### config.mk
export PLATFORM = sky130hd
export DESIGN_NAME = calc_exec_engine
export DESIGN_NICKNAME = d
export VERILOG_FILES = /design/src/rtl/calc_pkg.sv /design/src/rtl/bin2bcd_seq.sv /design/src/rtl/calc_exec_engine.sv
export SDC_FILE = /design/constraint.sdc
export NUM_CORES = 1
export LEC_CHECK = 0
export ABC_AREA = 1
export CAP_MARGIN = 20
export CORE_MARGIN = 5
export CORE_UTILIZATION = 66
export CTS_CLUSTER_SIZE = 28
export DETAILED_ROUTE_END_ITERATION = 7
export PLACE_DENSITY = 0.86
export SYNTH_ARGS = -nofsm -noshare
export SYNTH_HDL_FRONTEND = slang
export SYNTH_SLANG_ARGS = --single-unit
### constraint.sdc
create_clock -name clk -period 8 [get_ports clk]
set_input_delay 1.6 -clock clk [delete_from_list [all_inputs] [get_ports clk]]
set_output_delay 1.6 -clock clk [all_outputs]
set_load 0.005 [all_outputs]
### src/rtl/calc_pkg.sv
// Shared opcodes, FSM state encoding and 7-segment lookup for calc_exec_engine.
// The segment table is only referenced when CALC_SEG_EN is defined.
package calc_pkg;

  localparam logic [2:0] OP_NOP    = 3'd0;
  localparam logic [2:0] OP_STORE  = 3'd1;
  localparam logic [2:0] OP_UPDATE = 3'd2;
  localparam logic [2:0] OP_SHOW   = 3'd3;
  localparam logic [2:0] OP_CLEAR  = 3'd4;

  typedef enum logic [1:0] {
    ST_IDLE = 2'd0,
    ST_MUL  = 2'd1,
    ST_CONV = 2'd2
  } state_t;

  // Active-high gfedcba patterns; entry 0 in the LSBs, codes 10-15 are blank.
  localparam logic [16*7-1:0] SEG_TABLE = {
    7'h00, 7'h00, 7'h00, 7'h00, 7'h00, 7'h00,
    7'h6F, 7'h7F, 7'h07, 7'h7D, 7'h6D,
    7'h66, 7'h4F, 7'h5B, 7'h06, 7'h3F
  };

  function automatic logic [6:0] seg_encode(input logic [3:0] digit);
    return SEG_TABLE[digit*7 +: 7];
  endfunction

endpackage

### src/rtl/bin2bcd_seq.sv
// Sequential double-dabble converter: one bit per clock, BIN_W steps in total.
// The first step is folded into the start cycle so done fires BIN_W-1 cycles after start.
module bin2bcd_seq
  import calc_pkg::*;
#(
  parameter int BIN_W  = 17,
  parameter int DIGITS = 5
) (
  input  logic                  clk,
  input  logic                  reset,
  input  logic                  start,
  input  logic [BIN_W-1:0]      bin,
  output logic                  busy,
  output logic                  done,
  output logic [DIGITS*4-1:0]   bcd
);

  localparam int BCD_W = DIGITS*4;
  localparam int CNT_W = $clog2(BIN_W+1);

  logic [BIN_W-1:0] r_bin;
  logic [BCD_W-1:0] r_bcd;
  logic [CNT_W-1:0] r_cnt;
  logic             r_busy;
  logic             r_done;
  logic [BCD_W-1:0] w_adj;

  genvar gi;
  generate
    for (gi = 0; gi < DIGITS; gi++) begin : g_adj
      assign w_adj[gi*4 +: 4] = (r_bcd[gi*4 +: 4] >= 4'd5) ? r_bcd[gi*4 +: 4] + 4'd3
                                                           : r_bcd[gi*4 +: 4];
    end
  endgenerate

  always_ff @(posedge clk) begin
    if (reset) begin
      r_bin  <= '0;
      r_bcd  <= '0;
      r_cnt  <= '0;
      r_busy <= 1'b0;
      r_done <= 1'b0;
    end else begin
      r_done <= 1'b0;
      if (start) begin
        r_bin  <= {r_bin[BIN_W-1:BIN_W-1] & 1'b0, bin[BIN_W-2:0]} << 1;
        r_bcd  <= {{(BCD_W-1){1'b0}}, bin[BIN_W-1]};
        r_cnt  <= CNT_W'(1);
        r_busy <= 1'b1;
      end else if (r_busy) begin
        r_bin <= {r_bin[BIN_W-2:0], 1'b0};
        r_bcd <= {w_adj[BCD_W-2:0], r_bin[BIN_W-1]};
        r_cnt <= r_cnt + CNT_W'(1);
        if (r_cnt == CNT_W'(BIN_W-1)) begin
          r_busy <= 1'b0;
          r_done <= 1'b1;
        end
      end
    end
  end

  assign busy = r_busy;
  assign done = r_done;
  assign bcd  = r_bcd;

endmodule

### src/rtl/calc_exec_engine.sv
// Calculator execution engine: STORE/UPDATE/SHOW/CLEAR over valid/ready, shift-add
// multiply, sticky overflow, sequential BCD display. CALC_SEG_EN selects 7-segment output.
module calc_exec_engine
  import calc_pkg::*;
#(
  parameter int IN_W    = 14,
  parameter int ACC_W   = 17,
  parameter int MAX_VAL = 99999,
  parameter int DIGITS  = 5
) (
  input  logic                  clk,
  input  logic                  reset,
  input  logic                  op_valid,
  input  logic [2:0]            op_code,
  input  logic [IN_W-1:0]       in_num,
  output logic                  op_ready,
  output logic [ACC_W-1:0]      total,
`ifdef CALC_SEG_EN
  output logic [DIGITS*7-1:0]   disp_out,
`else
  output logic [DIGITS*4-1:0]   disp_out,
`endif
  output logic                  disp_valid,
  output logic                  err
);

  localparam int PROD_W = IN_W + ACC_W;
  localparam int BCD_W  = DIGITS*4;
  localparam int CNT_W  = $clog2(IN_W+1);
`ifdef CALC_SEG_EN
  localparam int DISP_W = DIGITS*7;
`else
  localparam int DISP_W = DIGITS*4;
`endif
  localparam logic [ACC_W:0]    MAX_SUM  = (ACC_W+1)'(MAX_VAL);
  localparam logic [PROD_W-1:0] MAX_PROD = PROD_W'(MAX_VAL);

  state_t              r_state;
  logic                r_op_ready;
  logic [ACC_W-1:0]    r_total;
  logic [ACC_W-1:0]    r_temp;
  logic                r_err;
  logic [DISP_W-1:0]   r_disp;
  logic                r_disp_valid;
  logic [PROD_W-1:0]   r_prod;
  logic [PROD_W-1:0]   r_mcand;
  logic [IN_W-1:0]     r_mplier;
  logic [CNT_W-1:0]    r_mcnt;

  logic                w_accept;
  logic [ACC_W:0]      w_sum;
  logic                w_sum_ovf;
  logic [PROD_W-1:0]   w_prod_next;
  logic [ACC_W-1:0]    w_in_ext;
  logic                w_conv_start;
  logic [ACC_W-1:0]    w_conv_bin;
  logic                w_conv_done;
  logic                w_unused_busy;
  logic [BCD_W-1:0]    w_bcd;
  logic [DISP_W-1:0]   w_disp_next;

  assign w_accept     = op_valid && r_op_ready;
  assign w_sum        = {1'b0, r_total} + {1'b0, r_temp};
  assign w_sum_ovf    = (w_sum > MAX_SUM);
  assign w_prod_next  = r_prod + (r_mplier[0] ? r_mcand : '0);
  assign w_in_ext     = {{(ACC_W-IN_W){1'b0}}, in_num};
  // The converter sees the total that SHOW is about to commit, or the old one on overflow.
  assign w_conv_start = w_accept && (op_code == OP_SHOW) && !r_err;
  assign w_conv_bin   = w_sum_ovf ? r_total : w_sum[ACC_W-1:0];

  bin2bcd_seq #(
    .BIN_W  (ACC_W),
    .DIGITS (DIGITS)
  ) u_bin2bcd (
    .clk   (clk),
    .reset (reset),
    .start (w_conv_start),
    .bin   (w_conv_bin),
    .busy  (w_unused_busy),
    .done  (w_conv_done),
    .bcd   (w_bcd)
  );

  genvar gi;
  generate
`ifdef CALC_SEG_EN
    for (gi = 0; gi < DIGITS; gi++) begin : g_seg
      assign w_disp_next[gi*7 +: 7] = seg_encode(w_bcd[gi*4 +: 4]);
    end
`else
    assign w_disp_next = w_bcd;
`endif
  endgenerate

  always_ff @(posedge clk) begin
    if (reset) begin
      r_state      <= ST_IDLE;
      r_op_ready   <= 1'b1;
      r_total      <= '0;
      r_temp       <= '0;
      r_err        <= 1'b0;
      r_disp       <= '0;
      r_disp_valid <= 1'b0;
      r_prod       <= '0;
      r_mcand      <= '0;
      r_mplier     <= '0;
      r_mcnt       <= '0;
    end else begin
      case (r_state)
        ST_IDLE: begin
          if (w_accept) begin
            case (op_code)
              OP_STORE: begin
                if (!r_err) begin
                  if (w_sum_ovf) begin
                    r_err <= 1'b1;
                  end else begin
                    r_total <= w_sum[ACC_W-1:0];
                    r_temp  <= w_in_ext;
                  end
                end
              end
              OP_UPDATE: begin
                if (!r_err) begin
                  r_prod     <= '0;
                  r_mcand    <= {{IN_W{1'b0}}, r_temp};
                  r_mplier   <= in_num;
                  r_mcnt     <= '0;
                  r_state    <= ST_MUL;
                  r_op_ready <= 1'b0;
                end
              end
              OP_SHOW: begin
                if (!r_err) begin
                  if (w_sum_ovf) begin
                    r_err <= 1'b1;
                  end else begin
                    r_total <= w_sum[ACC_W-1:0];
                    r_temp  <= '0;
                  end
                  r_disp_valid <= 1'b0;
                  r_state      <= ST_CONV;
                  r_op_ready   <= 1'b0;
                end
              end
              OP_CLEAR: begin
                r_total      <= '0;
                r_temp       <= '0;
                r_err        <= 1'b0;
                r_disp       <= '0;
                r_disp_valid <= 1'b0;
              end
              default: ;
            endcase
          end
        end
        ST_MUL: begin
          r_prod   <= w_prod_next;
          r_mcand  <= r_mcand << 1;
          r_mplier <= r_mplier >> 1;
          r_mcnt   <= r_mcnt + CNT_W'(1);
          if (r_mcnt == CNT_W'(IN_W-1)) begin
            if (w_prod_next > MAX_PROD) begin
              r_err <= 1'b1;
            end else begin
              r_temp <= w_prod_next[ACC_W-1:0];
            end
            r_state    <= ST_IDLE;
            r_op_ready <= 1'b1;
          end
        end
        ST_CONV: begin
          if (w_conv_done) begin
            r_disp       <= w_disp_next;
            r_disp_valid <= 1'b1;
            r_state      <= ST_IDLE;
            r_op_ready   <= 1'b1;
          end
        end
        default: begin
          r_state    <= ST_IDLE;
          r_op_ready <= 1'b1;
        end
      endcase
    end
  end

  assign op_ready   = r_op_ready;
  assign total      = r_total;
  assign disp_out   = r_disp;
  assign disp_valid = r_disp_valid;
  assign err        = r_err;

endmodule

==> key figures, run 1 <==
Outcome
  • Run status: finished clean

Route
  • WL final: 30.8 mm
  • DR vias/cell: 5.63
  • ANT nets after route: 0
  • Routed vias: 12,000
  • # DRC: 0
  • Routed WL per cell: 14.4 um
  • DR pass1 iterations: 6
  • Detailed Route Iter0 Violations: 1,171

Global route
  • Met2 usage: 0.497
  • Global-route wire length before repair: 51.3 mm
  • Met3 usage: 0.0506
  • M1 GR Usage: 0.398
  • Total GRT Usage: 0.300
  • Vias in the first global route: 11,000
  • Pin count of the biggest net entering global routing: 78
  • Busiest grt layer: met2
  • Initial antenna violation count: 0
  • GRT overflow: 0

Clock network
  • CTS buffer count: 17
  • Htree depth: 4
  • CTS tree: done
  • Root Driver: clkbuf_16
  • Worst-path clk slew: 0.08 ns
  • CTS sink count: 182
  • Max clock buf depth: 2
  • Postcts setup bufs: 0
  • Hold Buf Count CTS: 0
  • Clk Latency, worst-skew pair: 0.44 ns
  • Post-cts resize count: 0

Cells and area
  • Layout cells sized above 1: 0.0529
  • Final Cell Area: 13,000 um2
  • Multi-input logic area: 6930 um2
  • Final nets: 1,980
  • Register area: 3640 um2
  • Layout area overhead: 10.8%
  • Fillers: 1,416
  • Antenna cells: 0

Timing
  • RSZ-0062 raised after global routing: no
  • Fmax: 0.238 GHz
  • Final period utilization: 0.526
  • Worst-Margin Slew: 0.971 ns
  • Headroom to the max-slew limit: 0.350
  • Final hold violations: 0
  • Skew final: 0.0122 ns
  • Worst hold slack: 0.465 ns
  • Period minus WS final: 4.21 ns
  • Setup_tns: 0 ns
  • Setup WS post-layout: 3.79 ns
  • Final setup fails: 0
  • Slew Viols, Final: 0

Setup path
  • Setup crit start kind: primary input
  • Crit path kind: primary input to register
  • CP max FO: 34
  • Critical Path AT: 4.57 ns
  • Critical Path End Type: register
  • WP data required: 8.36 ns

Floorplanning
  • Top Ports: 60
  • CORE AREA: 17,400 um2
  • DIE HEIGHT: 143 um
  • Die width: 143 um
  • Row cnt: 48
  • Initial Utilization: 0.677
  • Die area: 20,600 um2

Placed design
  • Hpwl dp: 22.2 mm
  • GPL Wtd Cong: 0.945
  • # port buffers: 59
  • DP Worst Slack: 3.47 ns
  • Cell area after placement: 12,400 um2

Yosys
  • Mapped Avg Cell Area: 6.25 um2
  • Synthesized area: 11,700 um2
  • Post-synth top area cell: dfxtp_1
  • Yosys warnings: 0
  • Synth async-reset ratio: 0
  • #FFs+latches synth: 182
  • Most frequent cell after synthesis: nand2_1
  • Mapped Cells: 1,879
  • Syn_nets: 1,962
  • Post-synthesis sequential area ratio: 0.310
  • Prevailing post-synth register cell: dfxtp_1
  • Post-synth EDFFs: 0
  • Top post-synthesis cells by count: 627 x nand2_1, 223 x inv_1, 182 x dfxtp_1, 165 x nand3_1, 164 x a21oi_1
  • Synth top area share: 0.310
  • Area contributors post-synth: dfxtp_1 31%, nand2_1 20%, inv_1 7.1%, nand3_1 7.0%, a21oi_1 7.0%
  • Distinct cells, synth: 49

Power and ir drop
  • VDD IR-drop max: 0.000173 V
  • Overall power: 2.26 mW
  • Power per cell area: 173 nW/um2
  • P_leak: 5.92 nW

Run
  • Max-cap violations: 0

Hold path
  • Hold Path Class: register to register
worst paths after layout:
path,endpoint,startpoint,depth (start not counted),slack [ns]
min reg2reg,disp_out[1],disp_out[1],2,0.47
min,disp_out[1],disp_out[1],2,0.47
max reg2reg,r_temp[7],r_temp[0],16,4.30
max,r_temp[7],op_code[0],10,3.79
critical path, stage by stage:
cell	delay [ns]
clkdlybuf4s50_1	0.45
inv_1	0.12
nand3_1	0.17
inv_1	0.13
nor3_1	0.05
a2111oi_0	0.66
nand2_1	0.19
a21oi_4	0.75
a21oi_1	0.23
nor2_1	0.20
registers in the layout (all words and copies together) (netlist names):
| register | cells |
|---|---|
| r_state | 2 |
| err | 1 |
| r_temp | 17 |
| u_bin2bcd.r_cnt | 5 |
| op_ready | 1 |
| u_bin2bcd.r_bin | 16 |
| disp_out | 20 |
| r_mplier | 14 |
| u_bin2bcd.bcd | 20 |
| u_bin2bcd.busy | 1 |
| u_bin2bcd.done | 1 |
| r_prod | 31 |
| r_mcand | 31 |
| disp_valid | 1 |
| total | 17 |
| r_mcnt | 4 |
area by class of cell:
| type | count | share of cell area |
|---|---|---|
| Clock inverter | 15 | 0.0137 |
| Clock buffer | 17 | 0.0327 |
| Tap cell | 225 | 0.0216 |
| Sequential cell | 182 | 0.280 |
| Inverter | 231 | 0.0666 |
| Multi-Input combinational cell | 1396 | 0.532 |
| Timing Repair Buffer | 69 | 0.0534 |
where the power goes:
group / total, mW / internal, mW / switching (mW)
registers: 1.00 / 0.953 / 0.0493
clock network: 0.855 / 0.425 / 0.430
logic: 0.399 / 0.136 / 0.263
layer usage:
layer	routed length (um)	share of wire
met1	13500	0.44
met2	14400	0.47
met3	2140	0.070
met4	706	0.023
met5	0	0
through the flow:
| step | cells | utilization |
|---|---|---|
| floorplan | 1879 | - |
| detailed placement | 2102 | 0.714 |
| finish | 2135 | 0.750 |
| global route | 2135 | 0.750 |
| global placement | 2101 | 0.713 |
| CTS | 2134 | 0.749 |
cells in the final DEF, fill, tap and decap left out, drive strengths merged, types with 2 or more instances in the layout:
master and instances:
o22ai 5, a211oi 3, nor2 147, fa 2
nand3b 14, ha 61, o211ai 5, o21ai 68
or2 13, o31ai 3, o32ai 2, inv 235
buf 11, xor2 11, a21oi 174, nand4 10
o21bai 2, nand3 169, dfxtp 182, clkbuf 17
a31oi 37, clkdlybuf4s50 58, clkinv 10, nand2 640
xnor2 10, nor3 12
logic make-up (layout without fill, tap and decap cells):
group | Yosys count | after routing | share of synthesized area
DFF | 182 | 182 | 0.310
buffers and inverters | 301 | 332 | 0.101
AOI/OAI and AO/OA | 302 | 302 | 0.142
adders and majority gates | 63 | 63 | 0.0684
and+or+nand+nor | 1009 | 1009 | 0.362
muxes | 1 | 1 | 0.000852
xor gates and xnor gates | 21 | 21 | 0.0157
Note: power is estimated with default switching activity, not from simulation.
==> run 2, diff against run 1 <==
CORE_UTILIZATION = 61   (was 66)
PLACE_DENSITY = 0.81   (was 0.86)
clock period = 4.34 ns   (was 8 ns; I/O delays follow)
==> run 2 against run 1 <==
Compared with the run above: clock skew down 0.00061 ns; sequential share of layout area about the same; clock-buffer cell count unchanged.
==> key figures, run 2 (synthesis results as in run 1) <==
Outcome
  • Run status: finished clean

Setup path
  • Critical Path End Type: register
  • Setup crit start kind: register
  • Crit Reg-Reg Startpoint: total[10]
  • Crit path kind: register to register
  • WP data required: 4.66 ns
  • Critical Path AT: 3.77 ns
  • CP max FO: 34
  • Worst Setup SP: total[10]

Route
  • DR vias/cell: 5.51
  • ANT nets after route: 0
  • Detailed Route Iter0 Violations: 959
  • WL final: 31.0 mm
  • Routed WL per cell: 14.3 um
  • # DRC: 0
  • DR pass1 iterations: 6
  • Routed vias: 12,000

Cells and area
  • Antenna cells: 0
  • Fillers: 1,721
  • Top Registers: r_mcand (31), r_prod (31)
  • Multi-input logic area: 6930 um2
  • Layout cells sized above 1: 0.0549
  • Layout area overhead: 11.0%
  • Most common cell after layout, fill and taps aside: nand2_1
  • Most frequent cells in the layout: 626 x nand2_1, 223 x inv_1, 182 x dfxtp_1
  • Final nets: 1,984
  • Register area: 3640 um2

Timing
  • RSZ-0062 raised after global routing: no
  • Final hold violations: 0
  • Worst-Margin Slew: 0.856 ns
  • Setup WS post-layout: 0.894 ns
  • Fmax: 0.290 GHz
  • Final setup fails: 0
  • Slew Viols, Final: 0
  • Skew final: 0.0116 ns
  • Setup_tns: 0 ns
  • Headroom to the max-slew limit: 0.428
  • Final period utilization: 0.794
  • Period minus WS final: 3.45 ns

Power and ir drop
  • Gate power share: 0.179
  • P_sw: 1.33 mW
  • Share of power burned in registers: 0.448
  • Power per cell area: 315 nW/um2
  • Clock share of power: 0.374
  • Sw Share: 0.324
  • P_leak: 5.92 nW
  • VDD IR-drop max: 0.000313 V
  • Internal power: 2.78 mW

Global route
  • GRT overflow: 0
  • Vias in the first global route: 11,000
  • Initial antenna violation count: 0
  • Global-route wire length before repair: 52.1 mm
  • Total GRT Usage: 0.281
  • Pin count of the biggest net entering global routing: 77

Placed design
  • DP Worst Slack: 0.646 ns
  • # port buffers: 59
  • GPL Wtd Cong: 1.01
  • Hpwl dp: 22.8 mm

Floorplanning
  • Row cnt: 50
  • Die width: 149 um
  • Top Ports: 60
  • Initial Utilization: 0.624
  • DIE HEIGHT: 149 um
  • CORE AREA: 18,800 um2
  • Die area: 22,100 um2

Clock network
  • Root Driver: clkbuf_16
  • CTS tree: done
  • Htree depth: 4
  • Post-cts resize count: 0
  • Postcts setup bufs: 0
  • Clk Latency, worst-skew pair: 0.43 ns
  • Hold Buf Count CTS: 0
  • CTS sink count: 182
  • Worst-path clk slew: 0.08 ns
  • Max clock buf depth: 2
  • CTS buffer count: 17

Hold path
  • Hold Path Class: register to register
  • Hold path start: disp_out[3]

Run
  • Max-cap violations: 0
run 2: cell types whose count changed in the layout (fill, tap and decap cells not counted):
cell	delta
buf_16	-1
clkinvlp_4	+1
clkinv_4	+1
buf_12	-1
clkinv_8	-2
inv_6	-1
buf_4	+6
inv_12	-1
inv_8	+2
run 2: final cells by class:
type | instances | share of cell area
sequential | 182 | 0.279
timing repair buffer | 73 | 0.0531
tap | 260 | 0.0249
inverter | 231 | 0.0665
clock inverter | 15 | 0.0123
multi-input combinational | 1396 | 0.531
clock buffer | 17 | 0.0326
run 2: final timing paths:
check                end  slack (ns)  depth (start not counted)
max           r_temp[16]        0.89                         17
min          disp_out[3]        0.47                          2
max reg2reg   r_temp[16]        0.89                         17
min reg2reg  disp_out[3]        0.47                          2
run 2: routing by layer:
metal | GRT usage | vias to the layer above | wire (um)
met5 | 0 | - | 0
met4 | 0.0888 | 0 | 801
met3 | 0.0392 | 44 | 1730
met2 | 0.466 | 353 | 14500
met1 | 0.380 | 5496 | 14000
li1 | - | 6076 | -
run 2: stage by stage:
step                      hold slack [ns]   util  power [mW]  cells  area [um2]
after floorplan                     0.441      -        2.40   1879       11700
after global placement              0.453  0.661        2.58   2141       12400
after detailed placement            0.456  0.661        2.60   2141       12400
after CTS                           0.469  0.692        4.12   2173       13000
after global routing                0.481  0.693        4.31   2174       13000
final                               0.465  0.693        4.11   2174       13000
run 2: worst max-delay path, cell delays in order, from the launching register on:
cell and delay (ns):
dfxtp_1 0.46, ha_1 0.36, nand2_2 0.15, inv_1 0.06, a21oi_2 0.18, nor2_1 0.08
nor2_1 0.19, nand2_1 0.10, nand2_1 0.07, nand2_1 0.05, nand2_1 0.10, nor2_2 0.08
nand3_4 0.11, nand3_4 0.26, a21oi_4 0.77, nand3_1 0.17, nand2_1 0.11, nor2_1 0.04
run 2: power groups by stage:
stage          logic (mW)  clock network (mW)  registers [mW]
2_1_floorplan       0.549                   0            1.85
3_3_place_gp        0.707                   0            1.87
3_5_place_dp        0.721                   0            1.88
4_1_cts             0.728                1.56            1.84
5_1_grt             0.824                1.64            1.85
6_report            0.734                1.54            1.84
